`src/rtl/xctr_master.sv`:
```
// Burst master bridging a host command/stream interface onto a single-cycle
// control bus; reads are captured through a fixed-latency pending pipe.
module xctr_master #(
   parameter int DATA_W = 32,
   parameter int ADDR_W = 16,
   parameter int CNT_W  = 8,
   parameter int RD_LAT = 1
) (
   input  logic              clk,
   input  logic              rst,
   input  logic              cmd_valid,
   output logic              cmd_ready,
   input  logic              cmd_rnw,
   input  logic [ADDR_W-1:0] cmd_addr,
   input  logic [CNT_W-1:0]  cmd_len,
   input  logic              cmd_incr,
   input  logic              wr_valid,
   input  logic [DATA_W-1:0] wr_data,
   output logic              wr_ready,
   output logic              rd_valid,
   output logic [DATA_W-1:0] rd_data,
   output logic              busy,
   output logic              done,
   output logic              ctr_req,
   output logic              ctr_rnw,
   output logic [ADDR_W-1:0] ctr_addr,
   output logic [DATA_W-1:0] data_to_wr,
   input  logic [DATA_W-1:0] data_to_rd
);

   typedef enum logic [1:0] {IDLE, WRITE, READ, DRAIN} state_e;

   state_e              state_q, state_d;
   logic [ADDR_W-1:0]   addr_q, addr_d;
   logic [CNT_W-1:0]    cnt_q, cnt_d;
   logic                incr_q, incr_d;
   logic                ctr_req_q, ctr_req_d;
   logic                ctr_rnw_q, ctr_rnw_d;
   logic [ADDR_W-1:0]   ctr_addr_q, ctr_addr_d;
   logic [DATA_W-1:0]   data_to_wr_q, data_to_wr_d;
   logic                done_q, done_d;
   logic                rd_valid_q;
   logic [DATA_W-1:0]   rd_data_q;

   // pend_all[0] is the read request on the bus now; bit RD_LAT marks the
   // request whose data is on data_to_rd this cycle.
   logic [RD_LAT:0]     pend_all;
   logic                cap;
   logic                others_pending;

   assign pend_all[0] = ctr_req_q & ctr_rnw_q;
   assign cap         = pend_all[RD_LAT];

   if (RD_LAT > 0) begin : g_pipe
      logic [RD_LAT-1:0] pipe_q;
      always_ff @(posedge clk) begin
         if (rst) pipe_q <= '0;
         else     pipe_q <= pend_all[RD_LAT-1:0];
      end
      assign pend_all[RD_LAT:1] = pipe_q;
   end

   always_comb begin
      others_pending = 1'b0;
      for (int unsigned i = 0; i < RD_LAT; i++) begin
         others_pending = others_pending | pend_all[i];
      end
   end

   always_comb begin
      state_d      = state_q;
      addr_d       = addr_q;
      cnt_d        = cnt_q;
      incr_d       = incr_q;
      ctr_req_d    = 1'b0;
      ctr_rnw_d    = ctr_rnw_q;
      ctr_addr_d   = ctr_addr_q;
      data_to_wr_d = data_to_wr_q;
      done_d       = 1'b0;
      case (state_q)
         IDLE: begin
            if (cmd_valid) begin
               addr_d = cmd_addr;
               cnt_d  = cmd_len;
               incr_d = cmd_incr;
               if (cmd_len == '0) done_d  = 1'b1;
               else               state_d = cmd_rnw ? READ : WRITE;
            end
         end
         WRITE: begin
            if (wr_valid && cnt_q != '0) begin
               ctr_req_d    = 1'b1;
               ctr_rnw_d    = 1'b0;
               ctr_addr_d   = addr_q;
               data_to_wr_d = wr_data;
               cnt_d        = cnt_q - CNT_W'(1);
               if (incr_q) addr_d = addr_q + ADDR_W'(1);
               if (cnt_q == CNT_W'(1)) begin
                  state_d = IDLE;
                  done_d  = 1'b1;
               end
            end
         end
         READ: begin
            if (cnt_q != '0) begin
               ctr_req_d  = 1'b1;
               ctr_rnw_d  = 1'b1;
               ctr_addr_d = addr_q;
               cnt_d      = cnt_q - CNT_W'(1);
               if (incr_q) addr_d = addr_q + ADDR_W'(1);
               if (cnt_q == CNT_W'(1)) state_d = DRAIN;
            end else begin
               state_d = DRAIN;
            end
         end
         DRAIN: begin
            // All requests are issued; finish as the final word is captured.
            if (cap && !others_pending) begin
               done_d  = 1'b1;
               state_d = IDLE;
            end
         end
         default: state_d = IDLE;
      endcase
   end

   always_ff @(posedge clk) begin
      if (rst) begin
         state_q      <= IDLE;
         addr_q       <= '0;
         cnt_q        <= '0;
         incr_q       <= 1'b0;
         ctr_req_q    <= 1'b0;
         ctr_rnw_q    <= 1'b0;
         ctr_addr_q   <= '0;
         data_to_wr_q <= '0;
         done_q       <= 1'b0;
         rd_valid_q   <= 1'b0;
         rd_data_q    <= '0;
      end else begin
         state_q      <= state_d;
         addr_q       <= addr_d;
         cnt_q        <= cnt_d;
         incr_q       <= incr_d;
         ctr_req_q    <= ctr_req_d;
         ctr_rnw_q    <= ctr_rnw_d;
         ctr_addr_q   <= ctr_addr_d;
         data_to_wr_q <= data_to_wr_d;
         done_q       <= done_d;
         rd_valid_q   <= cap;
         if (cap) rd_data_q <= data_to_rd;
      end
   end

   assign cmd_ready  = (state_q == IDLE);
   assign busy       = (state_q != IDLE);
   assign wr_ready   = (state_q == WRITE) && (cnt_q != '0);
   assign rd_valid   = rd_valid_q;
   assign rd_data    = rd_data_q;
   assign done       = done_q;
   assign ctr_req    = ctr_req_q;
   assign ctr_rnw    = ctr_rnw_q;
   assign ctr_addr   = ctr_addr_q;
   assign data_to_wr = data_to_wr_q;

endmodule

```
`config.mk`:
```
export PLATFORM = sky130hd
export DESIGN_NAME = xctr_master
export DESIGN_NICKNAME = d
export VERILOG_FILES = /design/src/rtl/xctr_master.sv
export SDC_FILE = /design/constraint.sdc
export NUM_CORES = 1
export LEC_CHECK = 0
export ABC_CLOCK_PERIOD_IN_PS = 3400
export CELL_PAD_IN_SITES_DETAIL_PLACEMENT = 1
export CELL_PAD_IN_SITES_GLOBAL_PLACEMENT = 2
export CORE_ASPECT_RATIO = 0.75
export CORE_MARGIN = 1
export CORE_UTILIZATION = 27
export CTS_BUF_LIST = sky130_fd_sc_hd__clkbuf_16
export DETAILED_ROUTE_END_ITERATION = 8
export PLACE_DENSITY_LB_ADDON = 0.1
export SYNTH_ARGS = -nofsm -noshare
export SYNTH_HDL_FRONTEND = slang
export SYNTH_SLANG_ARGS = --single-unit
```
`constraint.sdc`:
```
create_clock -name clk -period 3.4 [get_ports clk]
set_input_delay 1.02 -clock clk [delete_from_list [all_inputs] [get_ports clk]]
set_output_delay 1.02 -clock clk [all_outputs]
set_load 0.02 [all_outputs]
```
; Word-level counts from Yosys, hierarchy flattened
; Cells that the tools add are included.
[totals]
wordCells = 74
out_inout_bits = 87
in_bits = 94
reg_bits = 112
[classes]
eq_ne = 11
addsub = 2
bitwise_logic = 1
n_reduce_logical = 15
n_mux = 33
[ops]
columns = cell, n
row1 = $mux W16, 6
row2 = $pmux W16 S3, 1
row3 = $pmux W16 S2, 1
row4 = $mux W8, 3
row5 = $pmux W8 S3, 1
row6 = $add A16 B1 Y16 const B, 1
row7 = $mux W2, 8
row8 = $ne A2 B2 Y1 const B, 6
row9 = $mux W1, 9
row10 = $eq A8 B1 Y1 const B, 1
row11 = $logic_not A8 Y1, 1
row12 = $pmux W2 S4, 1
row13 = $reduce_bool A8 Y1, 1
row14 = $sub A8 B1 Y8 const B, 1
row15 = $reduce_and A6 Y1, 1
row16 = $eq A2 B2 Y1 const B, 2
row17 = $pmux W1 S2, 2
row18 = $reduce_and A2 Y1, 2
row19 = $reduce_and A4 Y1, 1
row20 = $reduce_bool A2 Y1, 2
row21 = $logic_and A1 B1 Y1, 3
row22 = $ne A3 B3 Y1 const B, 1
row23 = $pmux W1 S3, 1
row24 = $reduce_and A3 Y1, 1
row25 = 5 further kinds, 5

; Longest topological paths before layout
[logic_depth]
word_depth = 5
mapped_depth = 9

; Worst setup path before layout
; No wires, ideal clock.
[synth_path]
kind = input port to flip-flop
startpoint = input cmd_len[2]
endpoint = register state_q[1]
path_stages = 5
n_path_buf = 0
arrival_time_ns = 2.218
setup_ns = 0.121
required_ns = 3.279
path_slack_ns = 1.062
path_cell_list = or4_1 o21ai_0 nand2_1 nand4_1 mux2_2
[synth_via]
elab_chain_len = 3
[synth_rtl]
columns = item, line
row1 = from (decl), 15  ; input logic [CNT_W-1:0] cmd_len,
row2 = $logic_not A8 Y1, 86  ; if (cmd_len == '0) done_d = 1'b1;
row3 = $ne A2 B2 Y1 (no source line), n/a
row4 = $reduce_and A6 Y1 (no source line), n/a
row5 = to (signal assigned), 141  ; state_q <= state_d;
row6 = to (decl), 33  ; state_e state_q, state_d;
; No other way between the ends.
; A chain may end at the register's enable or synchronous reset.

; Worst setup path after layout
[layout_path]
startpoint = register cnt_q[0]
endpoint = output wr_ready
[layout_via]
elab_chain_len = 2
[layout_rtl]
columns = item, line
row1 = from (decl), 35  ; logic [CNT_W-1:0] cnt_q, cnt_d;
row2 = from (signal assigned), 143  ; cnt_q <= cnt_d;
row3 = $reduce_bool A8 Y1, 157  ; assign wr_ready = (state_q == WRITE) && (cnt_q != '0);
row4 = $logic_and A1 B1 Y1, 157
row5 = to (decl), 19  ; output logic wr_ready,
; No other way between the ends.

==> flow_metrics.tcl <==
set metrics [dict create \
    nNetsFinal 827 \
    drt-vias-per-instance 4.744 \
    cts_hold_buffers 0 \
    setup_tns_ns 0 \
    crit_family "buffers and inverters" \
    whs_ns 0.4551 \
    die_width_um 156.4 \
    drv_cap 0 \
    synth.yosys.warnings 0 \
    met2_length_mm 6.915 \
    cts_tree "yes" \
    clock_latency_ns 0.36 \
    drtAntennaViolNets 0 \
    r2r-start "state_q[0]$_SDFFE_PP0P_" \
    cts_htree_levels 3 \
    reg2reg_slack_ns 0.92 \
    synthCells 561 \
    ios 181 \
    num_antenna_cells 0 \
    ctsResizeCount 0 \
    cts_buffer_depth 2 \
    power.net_switching_mw 2.028 \
    route.met3.wl_um 845 \
    overflow 0 \
    dr.pass1.iters 4 \
    critPathLaunch "cnt_q[0]$_SDFFE_PP0P_" \
    met1_length_mm 7.723 \
    layoutNonFillerInstCount 965 \
    ir_drop_uv 346.6 \
    cp.depth 5 \
    path_max_fanout 5 \
    postPlaceCellArea_mm2 0.006837 \
    synth-seq-cells 112 \
    syn_nets 664 \
    grt_pass1_wl_mm 24.59 \
    max-slew-margin-rel_pct 54.08 \
    gp_congestion 0.7555 \
    worst_slack_ns 0.2656 \
    drive_gt1_share_pct 4.938 \
    grt_max_degree 60 \
    synth_ff_type "dfxtp_1" \
    avgSynthCellArea_um2 8.609 \
    clk_pin_slew_ns 0.08 \
    finalMaxSlewViolations 0 \
    seqPwrFrac_pct 35.4 \
    cp_cell_sequence "inv_1 -> ha_1 -> nand3_1 -> and2_1 -> clkdlybuf4s50_1" \
    async_flop_share_pct 0 \
    tightest_slew_ns 0.6888 \
    routed_wl_mm 15.66 \
    io_buffer_count 180 \
    drtIter0Drc 179 \
    cts.sinks 112 \
    p_leak_nw 2.530 \
    cts_buffers 9 \
    die_h_um 117.8 \
    synth-edff-count 0 \
    p_per_area_mw_per_mm2 706.6 \
    cp-endpoint "wr_ready" \
    hold_class "reg2reg" \
    dp_hpwl_mm 11.53 \
    dp_slack_ns 0.3530 \
    worst-setup-path-type "reg2out" \
    p_clk_share_pct 22.6 \
    rsz0062_at_grt "no" \
    crit_required_ns 2.38 \
    cts_setup_buffers 0 \
    rr_endpoint "addr_q[15]$_SDFFE_PP0P_" \
    post-route-period-util_pct 92.19 \
    grtUsageTotal_pct 17.00 \
    arrival_ns 2.11 \
    p_int_mw 3.030 \
    ys_seq_area_share_pct 46.42 \
    cp_slowest_stage_delay_ns 0.62 \
    fp.dieArea_mm2 0.01843 \
    final_area_mm2 0.007159 \
    yosysUniqueCellTypes 46 \
    cp-start-kind "flip-flop" \
    vias 4578 \
    final.min_clock_period_ns 3.134 \
    routedWlPerCell_um 16.22 \
    cpMaxStageDelayCell "clkdlybuf4s50_1" \
    worstSetupEndpointType "output pin" \
    route.top_layer_used "met4" \
    pwr-share-comb_pct 42.0 \
    hold_viol_final 0 \
    path_buf_inv 2 \
    rows 41 \
    areaGrowthSynthToFinish_pct 48.24 \
    fp.coreArea_mm2 0.01713 \
    rr_worst_depth 7 \
    finalSetupViolCount 0 \
    netlist_area_mm2 0.004830 \
    antenna_found_initial 0 \
    clock-root-buffer "clkbuf_16" \
    fill_cells 2031 \
    dp_cells 949 \
    start_util_pct 28.19 \
    grt_pass1_vias 4472 \
    p_sw_share_pct 40.09 \
    status "completed" \
    remaining_drc_errors 0 \
    skew_ns 0.01112 \
    fmax_mhz 319.0 \
]
## cell usage in the layout (no fill, tap or decap), drive strengths merged, types with 2 or more instances in the layout
cell,n
inv,16
and3,4
buf,11
a31oi,4
clkbuf,9
mux2i,52
nand4,4
dfxtp,112
clkinv,3
nor3,8
a211oi,5
o21ai,21
a2bb2oi,3
nand3,15
nor4b,2
o32ai,9
nand2,87
o2bb2ai,2
mux2,3
and2,2
nand2b,8
or4,4
o31a,2
nor2b,8
a21oi,61
ha,9
nor4,2
nor2,66
a311oi,2
and4,3
nor3b,2
o211ai,2
clkdlybuf4s50,179
## layout make-up
type	instances	area, um2	area share (%)
Timing Repair Buffer	190	1887	26.35
Sequential cell	112	2243	31.34
Clock buffer	9	225.2	3.146
Tap cell	236	295.3	4.124
Multi-Input combinational cell	398	2362	33.00
Inverter	13	48.80	0.6816
Clock inverter	7	97.59	1.363
## metal layers
layer | GRT usage, % | up-vias
met1 | 23.33 | 2194
li1 | - | 2256
met4 | 4.596 | 0
met3 | 4.087 | 12
met2 | 26.37 | 116
met5 | 0 | -
## cell families (layout without fill, tap and decap cells)
kind of cell / count (synthesis) / after routing / share of synthesized area (%)
AO/OA/AOI/OAI: 115 / 115 / 14.40
adder cells (fa/ha/maj): 9 / 9 / 2.332
AND/OR/NAND/NOR: 219 / 219 / 20.70
multiplexers: 55 / 55 / 11.48
flip-flops: 112 / 112 / 46.42
buffers and inverters: 51 / 219 / 4.663
## cell usage after synthesis, drive strengths merged, types with 3 or more instances
library cell / instances / area, um2
a2bb2oi: 3 / 26.28
a31oi: 4 / 31.28
mux2: 3 / 33.78
nand2: 87 / 326.6
o32ai: 9 / 78.83
dfxtp: 112 / 2242
ha: 9 / 112.6
or4: 4 / 30.03
and3: 4 / 25.02
nand2b: 8 / 50.05
nor3: 8 / 40.04
nand4: 4 / 25.02
a21oi: 61 / 305.3
nor2: 66 / 250.2
buf: 16 / 93.84
mux2i: 52 / 520.5
clkbuf: 22 / 82.58
and4: 3 / 26.28
nor2b: 8 / 50.05
o21ai: 21 / 116.4
inv: 13 / 48.80
nand3: 15 / 75.07
a211oi: 5 / 37.54
## power by group through the flow
stage,Clock [mW],Combinational [mW],Sequential (mW)
floorplan,0,1.37,1.85
global placement,0,2.08,1.81
detailed placement,0,2.13,1.83
CTS,1.19,2.14,1.80
global route,1.24,2.32,1.83
finish,1.14,2.12,1.79
## flip-flops by register name, summed over array words and instances (netlist names)
| register | count |
|---|---|
| data_to_wr | 32 |
| rd_data | 32 |
| addr_q | 16 |
| ctr_addr | 16 |
| cnt_q | 8 |
| state_q | 2 |
| cap | 1 |
| ctr_req | 1 |
| ctr_rnw | 1 |
| done | 1 |
| incr_q | 1 |
| rd_valid | 1 |
## tightest hold or removal path, cell delays in order (launching register included)
cell     delay [ns]
dfxtp_1        0.31
nand2_1        0.05
a21oi_1        0.05
## worst min-delay path by stage
stage	startpoint	to	slack, ns	cells past startpoint
after floorplan	incr_q$_SDFFE_PP0P_	incr_q$_SDFFE_PP0P_	0.43	2
after global placement	data_to_wr[5]$_SDFFE_PP0P_	data_to_wr[5]$_SDFFE_PP0P_	0.44	2
after detailed placement	data_to_wr[24]$_SDFFE_PP0P_	data_to_wr[24]$_SDFFE_PP0P_	0.45	2
after CTS	data_to_wr[24]$_SDFFE_PP0P_	data_to_wr[24]$_SDFFE_PP0P_	0.46	2
after global routing	data_to_wr[24]$_SDFFE_PP0P_	data_to_wr[24]$_SDFFE_PP0P_	0.48	2
final	data_to_wr[24]$_SDFFE_PP0P_	data_to_wr[24]$_SDFFE_PP0P_	0.46	2
## through the flow
stage	util [%]	power, mW
2_1_floorplan	-	3.219
3_3_place_gp	39.90	3.898
3_5_place_dp	39.90	3.963
4_1_cts	41.78	5.128
5_1_grt	41.78	5.394
6_report	41.78	5.058
No activity file was read; power rests on OpenSTA's default activity.
